$ cat src/rtl/masked_subbytes_seq.sv
// Sequencer for 4-share masked SubBytes: slices the state into NUM_SBOX-byte groups, feeds an
// external S-box array with fresh randomness and reassembles the shared result for a consumer.
module masked_subbytes_seq #(
    parameter int NUM_SBOX = 4,
    parameter int SBOX_LAT = 2
) (
    input  logic                   CLK,
    input  logic                   RST_N,
    input  logic                   in_valid,
    output logic                   in_ready,
    input  logic [127:0]           state_in0,
    input  logic [127:0]           state_in1,
    input  logic [127:0]           state_in2,
    input  logic [127:0]           state_in3,
    output logic                   out_valid,
    input  logic                   out_ready,
    output logic [127:0]           state_out0,
    output logic [127:0]           state_out1,
    output logic [127:0]           state_out2,
    output logic [127:0]           state_out3,
    input  logic [28*NUM_SBOX-1:0] rnd,
    input  logic                   rnd_valid,
    output logic                   rnd_ready,
    output logic [8*NUM_SBOX-1:0]  sb_in0,
    output logic [8*NUM_SBOX-1:0]  sb_in1,
    output logic [8*NUM_SBOX-1:0]  sb_in2,
    output logic [8*NUM_SBOX-1:0]  sb_in3,
    output logic [28*NUM_SBOX-1:0] sb_r,
    input  logic [8*NUM_SBOX-1:0]  sb_out0,
    input  logic [8*NUM_SBOX-1:0]  sb_out1,
    input  logic [8*NUM_SBOX-1:0]  sb_out2,
    input  logic [8*NUM_SBOX-1:0]  sb_out3
);
    localparam int NB = 8 * NUM_SBOX;
    localparam int G  = 16 / NUM_SBOX;
    localparam int GW = (G > 1) ? $clog2(G) : 1;
    localparam logic [GW-1:0] LAST_G = GW'(G - 1);

    typedef enum logic [1:0] {IDLE, FEED, DRAIN, DONE} state_t;
    typedef logic [G-1:0][NB-1:0] grouped_t;

    state_t              state;
    logic [GW-1:0]       grp;
    grouped_t            buf_q     [4];
    grouped_t            res_q     [4];
    grouped_t            shares_in [4];
    logic [NB-1:0]       sb_in_w   [4];
    logic [NB-1:0]       sb_out_w  [4];
    logic [SBOX_LAT-1:0] tag_vld;
    logic [GW-1:0]       tag_grp   [SBOX_LAT];
    logic                issue;
    logic                pend;

    assign shares_in[0] = state_in0;
    assign shares_in[1] = state_in1;
    assign shares_in[2] = state_in2;
    assign shares_in[3] = state_in3;
    assign sb_out_w[0]  = sb_out0;
    assign sb_out_w[1]  = sb_out1;
    assign sb_out_w[2]  = sb_out2;
    assign sb_out_w[3]  = sb_out3;

    assign issue     = (state == FEED) && rnd_valid;
    assign rnd_ready = issue;
    assign sb_r      = issue ? rnd : '0;

    // Bubbles drive zeros so a stalled round never leaks stale shares into the S-boxes.
    always_comb begin
        for (int k = 0; k < 4; k++) sb_in_w[k] = issue ? buf_q[k][grp] : '0;
        // Entries still in flight after this edge; the last stage retires at this edge.
        pend = 1'b0;
        for (int i = 0; i < SBOX_LAT - 1; i++) pend = pend | tag_vld[i];
    end

    assign sb_in0     = sb_in_w[0];
    assign sb_in1     = sb_in_w[1];
    assign sb_in2     = sb_in_w[2];
    assign sb_in3     = sb_in_w[3];
    assign state_out0 = res_q[0];
    assign state_out1 = res_q[1];
    assign state_out2 = res_q[2];
    assign state_out3 = res_q[3];

    // NOTE: the wide share buffers are reset too, so no share material survives a mid-operation reset.
    always_ff @(posedge CLK or negedge RST_N) begin
        if (!RST_N) begin
            state     <= IDLE;
            in_ready  <= 1'b1;
            out_valid <= 1'b0;
            grp       <= '0;
            tag_vld   <= '0;
            for (int i = 0; i < SBOX_LAT; i++) tag_grp[i] <= '0;
            for (int k = 0; k < 4; k++) begin
                buf_q[k] <= '0;
                res_q[k] <= '0;
            end
        end else begin
            tag_vld[0] <= issue;
            tag_grp[0] <= grp;
            for (int i = 1; i < SBOX_LAT; i++) begin
                tag_vld[i] <= tag_vld[i-1];
                tag_grp[i] <= tag_grp[i-1];
            end
            if (tag_vld[SBOX_LAT-1]) begin
                for (int k = 0; k < 4; k++) res_q[k][tag_grp[SBOX_LAT-1]] <= sb_out_w[k];
            end

            case (state)
                IDLE: begin
                    if (in_valid) begin
                        for (int k = 0; k < 4; k++) buf_q[k] <= shares_in[k];
                        grp      <= '0;
                        in_ready <= 1'b0;
                        state    <= FEED;
                    end
                end
                FEED: begin
                    if (issue) begin
                        grp <= grp + 1'b1;
                        if (grp == LAST_G) state <= DRAIN;
                    end
                end
                DRAIN: begin
                    if (!pend) begin
                        out_valid <= 1'b1;
                        state     <= DONE;
                    end
                end
                DONE: begin
                    if (out_ready) begin
                        out_valid <= 1'b0;
                        in_ready  <= 1'b1;
                        state     <= IDLE;
                    end
                end
                default: state <= IDLE;
            endcase
        end
    end
endmodule

$ cat config.mk
export PLATFORM = sky130hd
export DESIGN_NAME = masked_subbytes_seq
export DESIGN_NICKNAME = d
export VERILOG_FILES = /design/src/rtl/masked_subbytes_seq.sv
export SDC_FILE = /design/constraint.sdc
export NUM_CORES = 2
export LEC_CHECK = 0
export CAP_MARGIN = 20
export CORE_AREA = 2 2 585 587
export DETAILED_ROUTE_END_ITERATION = 8
export DIE_AREA = 0 0 587 589
export GPL_ROUTABILITY_DRIVEN = 0
export HOLD_SLACK_MARGIN = 0.12
export PLACE_DENSITY = 0.32
export SLEW_MARGIN = 20
export SYNTH_ARGS = -nofsm -noshare
export SYNTH_HDL_FRONTEND = slang
export SYNTH_SLANG_ARGS = --single-unit
$ cat constraint.sdc
create_clock -name CLK -period 4.3 [get_ports CLK]
set_input_delay 0.645 -clock CLK [delete_from_list [all_inputs] [get_ports CLK]]
set_output_delay 0.645 -clock CLK [all_outputs]
set_load 0.01 [all_outputs]
# Word-level counts from Yosys, hierarchy flattened
# Cells that the tools add are included.
# word_totals
out_inout_bits	755
input_bits	757
regBits	1036
# op_classes
order_cmp	3
n_reduce_logical	11
eq_ne	9
n_mux	34
add_sub_neg	1
# op_table
cell	count
bitwise mux 128 bit	4
two-way mux 32 bit	9
binary-select mux 32 bit (select 2 bit)	4
two-way mux 112 bit	1
demux 32 bit (select 2 bit)	1
two-way mux 2 bit	7
AND reduction 3 bit	3
!= test 2 bit (second input constant)	4
case mux 2 bit (4 select lines)	1
== test 2 bit (second input constant)	3
< comparator 2 x 3 -> 1 bit (second input constant)	2
nonzero test 2 bit	3
AND reduction 5 bit	1
two-way mux 1 bit	4
case mux 1 bit (2 select lines)	2
case mux 2 bit (2 select lines)	1
adder 2 x 1 -> 2 bit (second input constant)	1
== test 2 x 1 -> 1 bit (second input constant)	1
>= comparator 2 x 1 -> 1 bit (second input constant)	1
logical AND 1 bit	2
logical NOT 2 bit	1
!= test 2 x 1 -> 1 bit (second input constant)	1
AND reduction 2 bit	1

# Logic depth before layout (Yosys ltp)
# logic_depth
depth_word	5
mapped_depth	7
depth_no_buf	6

# Worst setup path after synthesis
# No wires, ideal clock.
# synth_path
path_type	input-to-output
start	in rnd_valid
end	out sb_in0[10]
n_path_buf	3
arrival_time_ns	1.605
path_slack_ns	2.050
required_ns	3.655
cell_stages	5
cell_sequence	buf_2 -> and2_1 -> clkbuf_1 -> clkbuf_1 -> and2_1
# synth_via
elab_chain_cells	2
# synth_rtl
item	line	source
start, declared	22	input logic rnd_valid,
logical AND 1 bit	63	assign issue = (state == FEED) && rnd_valid;
two-way mux 32 bit	69	for (int k = 0; k < 4; k++) sb_in_w[k] = issue ? buf_q[k][grp] : '0;
end, declared	24	output logic [8*NUM_SBOX-1:0] sb_in0,
# No other way between the ends.

# Worst setup path in the final report
# layout_path
start	reg grp[0]
end	out sb_in3[31]
# layout_via
elab_chain_cells	3
# layout_rtl
item	line	source
start, declared	43	logic [GW-1:0] grp;
start signal, assigned	119	grp <= grp + 1'b1;
binary-select mux 32 bit (select 2 bit)	69	
two-way mux 32 bit (implied by the code)	69	
two-way mux 32 bit	69	
end, declared	27	output logic [8*NUM_SBOX-1:0] sb_in3,
# No other way between the ends. The select of a mux whose other input is x is not followed.

==> impl_metrics.tcl <==
set metrics [dict create \
    fin_ws_ps 266.5 \
    endpoint_kind "primary output" \
    routed_wl_mm 257.0 \
    syn-instance-count 2646 \
    hpwl_mm 206.3 \
    synth_edf_count 0 \
    syn-cell-area_um2 43050 \
    met1_usage 0.1532 \
    async_flop_share 1.000 \
    fin_cells 8895 \
    die_w_um 587 \
    synth_ff_type "dfrtp_1" \
    p_per_area_nw_per_um2 731.6 \
    clk_pin_slew_ps 60 \
    fin_crit_sh 0.9380 \
    drive_gt1_frac 0.3369 \
    hold_path_class "reg2reg" \
    status "completed" \
    drc 0 \
    via_count 30180 \
    detail-route-antenna-nets 0 \
    multi_input_area_um2 16200 \
    place_inst 8591 \
    grt.overflow.total 0 \
    avgViaCountPerCell 3.393 \
    rows 214 \
    dpl_worst_slack_ps 840.6 \
    clk_path_buf_depth 4 \
    clock_latency_ps 840 \
    cts_tree "built" \
    period_needed_ps 4034 \
    core_um2 339000 \
    worst-endpoint-required_ps 3650 \
    worst_pin_slew_ps 854.2 \
    portBuffers 1511 \
    grt_pass1_wl_mm 333.2 \
    die-area_um2 345700 \
    post_synth.cell_area_avg_um2 16.27 \
    ys_warn_count 0 \
    grt_use_met3 0.08616 \
    routedWlPerCell_um 28.90 \
    first_global_vias 32150 \
    comb_power_share 0.405 \
    cts_sinks 1036 \
    first_pass_iters 5 \
    antenna_found_initial 222 \
    irDropWorstVdd_mv 0.2836 \
    setup_tns_ps 0 \
    fillers 36480 \
    switchingPower_mw 16.81 \
    die_height_um 589 \
    finalMaxSlewViolations 0 \
    cts-root-buf "clkbuf_16" \
    switching_share 0.3342 \
    top_usage_layer "met2" \
    worstPathMaxFanout 37 \
    startpoint_type "register" \
    seqPwrFrac 0.355 \
    io-pin-count 1512 \
    intPower_mw 33.48 \
    cap_violations 0 \
    drtIter0Drc 1142 \
    cts_max_level 4 \
    fin_skew_ps 51.67 \
    ys_ff_latch 1036 \
    slew_headroom 0.4288 \
    numCtsBuffers 147 \
    power_frac_clock 0.240 \
    synth.distinct_cells 25 \
    worstPathArrival_ps 3390 \
    nNetsFinal 4970 \
    final-seq-area_um2 25930 \
    rsz0062_at_grt "no" \
    final-setup-viol-count 0 \
    max_freq_mhz 247.9 \
    synthToLayoutAreaGrowth_pct 59.70 \
    power_leakage_nw 27.01 \
    grt_start_max_net_pins 85 \
    initial_core_util 0.1270 \
    crit_type "reg2out" \
    track_usage 0.1440 \
    synth_seq_area_share 0.6023 \
    synth_nets 3410 \
    grtUsageMet2 0.2425 \
    hold_viol_final 0 \
]
-- state kept, by name, indices dropped and copies added, names as in the netlist, 2 cells and up --
name,count
state_out3,128
state_out2,128
state,2
tag_grp,4
tag_vld,2
state_out1,128
buf_q,512
state_out0,128
grp,2
-- cells in the mapped netlist, drive strengths merged, types with 2 or more instances --
master | n | area (um2)
clkbuf | 47 | 176.4
nand3b | 2 | 15.01
a21oi | 4 | 20.02
mux2 | 1025 | 11540
nor2 | 2 | 7.510
buf | 133 | 760.7
and3 | 112 | 700.7
nand2b | 2 | 12.51
dfrtp | 1035 | 25900
inv | 6 | 22.52
a22o | 2 | 17.52
and2 | 129 | 807.0
ha | 7 | 87.58
nand3 | 3 | 15.01
mux4 | 128 | 2883
o21ai | 3 | 15.01
-- power by group through the flow --
stage	clock network, mW	logic [mW]	registers, mW
5_1_grt	13.0	21.6	18.5
3_3_place_gp	0	20.7	18.1
4_1_cts	12.7	20.9	18.0
2_1_floorplan	0	8.49	18.0
3_5_place_dp	0	20.8	18.2
6_report	12.1	20.4	17.9
-- worst max-delay path, cell delays in order (launching register included) --
cell	delay [ps]
dfrtp_4	700
buf_12	380
mux4_2	610
and2_1	180
clkdlybuf4s50_1	590
-- per-stage QoR --
| stage | hold slack (ps) | area [um2] | power [mW] | utilization |
|---|---|---|---|---|
| floorplan | 331.2 | 43050 | 26.46 | - |
| CTS | 319.1 | 68610 | 51.61 | 0.2024 |
| global route | 358.8 | 68620 | 53.09 | 0.2024 |
| detailed placement | 340.2 | 63950 | 38.98 | 0.1887 |
| finish | 351.3 | 68740 | 50.29 | 0.2028 |
| global placement | 342.7 | 63950 | 38.85 | 0.1887 |
-- routing by layer --
| layer | vias up | routed length (um) |
|---|---|---|
| met3 | 477 | 32660 |
| met2 | 1344 | 123400 |
| met5 | - | 1275 |
| met1 | 15360 | 93630 |
| li1 | 12800 | - |
| met4 | 198 | 6076 |
-- cell usage in the layout (no fill, tap or decap), types with 3 or more instances in the layout --
| cell | instances |
|---|---|
| clkdlybuf4s50_1 | 1506 |
| dfrtp_1 | 1033 |
| mux2_2 | 1025 |
| clkbuf_16 | 149 |
| mux4_2 | 128 |
| and2_1 | 128 |
| and3_1 | 112 |
| diode_2 | 52 |
| buf_4 | 48 |
| clkbuf_1 | 44 |
| buf_12 | 34 |
| clkbuf_8 | 28 |
| clkinv_2 | 13 |
| inv_1 | 6 |
| ha_1 | 6 |
| a21oi_1 | 4 |
| inv_6 | 4 |
| o21ai_0 | 3 |
| bufinv_16 | 3 |
| inv_16 | 3 |
-- what timing repair did --
action / CTS / global route
hold buffers: 1 / 0
pin swaps: 0 / 0
buffers inserted: 1 / 0
resized for setup: 0 / 1
setup endpoints to repair: 11 / 1
hold endpoints to repair: 36 / 0
-- path summary, 6_finish.rpt --
kind,from,to,slack (ps),depth (start not counted)
worst max-delay path,grp[0],sb_in3[31],270,4
worst min-delay path,tag_grp[3],tag_grp[1],350,0
worst max register to register,state[0],buf_q[294],1760,5
worst min register to register,tag_grp[3],tag_grp[1],350,0
max in group asynchronous,RST_N,buf_q[321],2570,3
min in group asynchronous,RST_N,buf_q[449],540,2
-- cell families (layout without fill, tap and decap cells) --
family                   count (synthesis)  after routing  synth area share
multiplexers                          1154           1154            0.3353
flip-flops                            1036           1036            0.6023
AND/OR/NAND/NOR                        252            252           0.03645
buffers and inverters                  186           1847           0.02229
AO/OA/AOI/OAI                           11             11          0.001599
adder cells (fa/ha/maj)                  7              7          0.002035
other                                    0             52                 0
-- cell type report --
class / instances / area share
Tap cell: 4536 / 0.08256
Clock inverter: 29 / 0.005114
Clock buffer: 221 / 0.06225
Inverter: 6 / 0.0003276
Sequential cell: 1036 / 0.3772
Multi-Input combinational cell: 1424 / 0.2357
Antenna cell: 52 / 0.001893
Timing Repair Buffer: 1591 / 0.2350
Note: power is estimated with default switching activity, not from simulation.
==> RTL change: new RTL, same settings <==
The parameter `SBOX_LAT` goes from 2 to 4.
--- a/src/rtl/masked_subbytes_seq.sv
+++ b/src/rtl/masked_subbytes_seq.sv
@@ -2,7 +2,7 @@
 // external S-box array with fresh randomness and reassembles the shared result for a consumer.
 module masked_subbytes_seq #(
     parameter int NUM_SBOX = 4,
-    parameter int SBOX_LAT = 2
+    parameter int SBOX_LAT = 4
 ) (
     input  logic                   CLK,
     input  logic                   RST_N,
Function: not settled (the Yosys comparison gave no result); the edit may change what the design does.
==> RTL change against the original RTL <==
Worst setup slack improved by 0.025 ns; sequential cell count increased by 6; area after synthesis increased by 0.32%; first-iteration DRC count decreased by 6.9%; total power increased by 1.2%; register-to-register slack improved by 0.12 ns; routed wire length decreased by 9.0%; die area unchanged; hold slack got worse by 0.059 ns; combinational power about the same; final area increased by 0.54%.
==> RTL change: results (changes against the original RTL) <==
<table>
<tr><th>Metric</th><th>Value</th></tr>
<tr><th colspan="2">STA</th></tr>
<tr><td>Slew Limit Headroom</td><td>0.333 (was 0.429)</td></tr>
<tr><td>Final setup margin</td><td>0.291 ns (was 0.266 ns)</td></tr>
<tr><td>Skew final</td><td>0.0768 ns (was 0.0517 ns)</td></tr>
<tr><th colspan="2">Setup path</th></tr>
<tr><td>Worst Path Arrival</td><td>3.36 ns (was 3.39 ns)</td></tr>
<tr><td>Critical-path maximum fanout</td><td>113 (was 37)</td></tr>
<tr><td>Largest stage delay on the critical path</td><td>0.68 ns (was 0.70 ns)</td></tr>
<tr><td>Cell type of the slowest stage on the worst timing path</td><td>sky130_fd_sc_hd__buf_4 (was sky130_fd_sc_hd__dfrtp_4)</td></tr>
<tr><td>Worst flop-to-flop path endpoint</td><td>buf_q[470]$_DFFE_PN0P_ (was buf_q[294]$_DFFE_PN0P_)</td></tr>
<tr><td>Worst Setup EP</td><td>sb_r[91] (was sb_in3[31])</td></tr>
<tr><td>Launch point of the worst path</td><td>state[1]$_DFFE_PN0P_ (was grp[0]$_DFFE_PN0P_)</td></tr>
<tr><th colspan="2">Run status</th></tr>
<tr><td>Status</td><td>completed (unchanged)</td></tr>
<tr><th colspan="2">Global routing</th></tr>
<tr><td>Maximum number of pins on one net before global-route repair</td><td>116 (was 85)</td></tr>
<tr><td>Antenna violations before repair</td><td>157 (was 222)</td></tr>
<tr><td>Global-route wire length before repair</td><td>312000 um (was 333000 um)</td></tr>
<tr><th colspan="2">Synth</th></tr>
<tr><td>Net Count, Synth</td><td>3418 (was 3410)</td></tr>
<tr><td>Sequential share of the synthesized area</td><td>0.604 (was 0.602)</td></tr>
<tr><td>Post-synth top cells</td><td>sky130_fd_sc_hd__dfrtp_1 (1041), sky130_fd_sc_hd__mux2_2 (1026), sky130_fd_sc_hd__and2_1 (129) (was sky130_fd_sc_hd__dfrtp_1 (1035), sky130_fd_sc_hd__mux2_2 (1025), sky130_fd_sc_hd__and2_1 (129))</td></tr>
<tr><td>Number of distinct library cell variants in the gate-level netlist after synthesis</td><td>28 (was 25)</td></tr>
<tr><th colspan="2">Power and ir drop</th></tr>
<tr><td>Leakage power</td><td>27.2 nW (was 27.0 nW)</td></tr>
<tr><td>Maximum resistive drop on vdd</td><td>0.278 mV (was 0.284 mV)</td></tr>
<tr><th colspan="2">Final layout</th></tr>
<tr><td>Number of fill cells</td><td>36500 (about the same)</td></tr>
<tr><td>Final-stage net count</td><td>4975 (was 4970)</td></tr>
<tr><th colspan="2">Routing</th></tr>
<tr><td>First-iteration detailed-routing DRC count</td><td>1063 (was 1142)</td></tr>
<tr><td>Final wirelength</td><td>234000 um (was 257000 um)</td></tr>
<tr><th colspan="2">Worst hold path</th></tr>
<tr><td>Path type of the worst min-delay path</td><td>in -&gt; reg (was reg -&gt; reg)</td></tr>
<tr><th colspan="2">Placed design</th></tr>
<tr><td>HPWL after DPL</td><td>184000 um (was 206000 um)</td></tr>
<tr><td>Minimum setup slack after placement</td><td>0.902 ns (was 0.841 ns)</td></tr>
</table>
## RTL change: cell count changes in the layout (fill, tap and decap cells not counted), moves of 2 or more
| cell | change |
|---|---|
| sky130_fd_sc_hd__inv_1 | -2 |
| sky130_fd_sc_hd__clkbuf_1 | -9 |
| sky130_fd_sc_hd__clkdlybuf4s50_1 | +2 |
| sky130_fd_sc_hd__dfrtp_1 | +6 |
| sky130_fd_sc_hd__nand3_1 | -2 |
| sky130_fd_sc_hd__bufinv_16 | +4 |
| sky130_fd_sc_hd__buf_4 | -4 |
| sky130_fd_sc_hd__clkbuf_16 | +2 |
| sky130_fd_sc_hd__o21ai_0 | -2 |
| sky130_fd_sc_hd__diode_2 | +19 |
| sky130_fd_sc_hd__nand2_1 | +3 |
| sky130_fd_sc_hd__clkbuf_8 | +3 |
| sky130_fd_sc_hd__clkinv_2 | +5 |
## RTL change: layer usage
layer	up-vias	GRT usage	routed length, um
li1	12800	-	-
met1	15500	0.132	81400
met2	1298	0.241	123000
met3	400	0.0577	22400
met4	98	0.0414	6980
met5	-	0	675
## RTL change: stage by stage
step | total power [mW] | instance area (sq um) | instances | util | hold slack, ns
after floorplan | 27.0 | 43200 | 2654 | - | 0.331
after global placement | 39.2 | 64100 | 8596 | 0.189 | 0.332
after detailed placement | 39.2 | 64100 | 8596 | 0.189 | 0.335
after CTS | 52.3 | 68900 | 8854 | 0.203 | 0.206
after global routing | 53.8 | 69000 | 8875 | 0.204 | 0.255
final | 50.9 | 69100 | 8925 | 0.204 | 0.293
## RTL change: power by group
part	total [mW]	switching [mW]	internal, mW
combinational	20.4	8.44	11.9
clock	12.4	4.97	7.42
sequential	18.1	3.29	14.9
## RTL change: cell families after synthesis
kind of cell | count (synthesis) | synth area share
adders and majority gates | 7 | 0.00203
DFF | 1042 | 0.604
and+or+nand+nor | 255 | 0.0366
muxes | 1155 | 0.335
AOI/OAI and AO/OA | 11 | 0.00168
buffers and inverters | 184 | 0.0214
## RTL change: how the worst min path moves through the flow
stage,endpoint,slack [ns],depth (start not counted)
6_report,tag_vld[0]$_DFF_PN0_,0.29,2
3_5_place_dp,tag_grp[5]$_DFF_PN0_,0.33,0
5_1_grt,tag_vld[0]$_DFF_PN0_,0.25,2
2_1_floorplan,tag_grp[0]$_DFF_PN0_,0.33,0
4_1_cts,tag_vld[0]$_DFF_PN0_,0.21,2
3_3_place_gp,tag_grp[3]$_DFF_PN0_,0.33,0
## RTL change: cell type report
| class | instances | area share |
|---|---|---|
| diodes | 71 | 0.00257 |
| clock buffers | 217 | 0.0627 |
| clock inverters | 39 | 0.00699 |
| inverters | 4 | 0.000217 |
| multi-input cells | 1428 | 0.235 |
| flip-flops and latches | 1042 | 0.377 |
| well taps | 4536 | 0.0821 |
| repair buffers | 1588 | 0.233 |
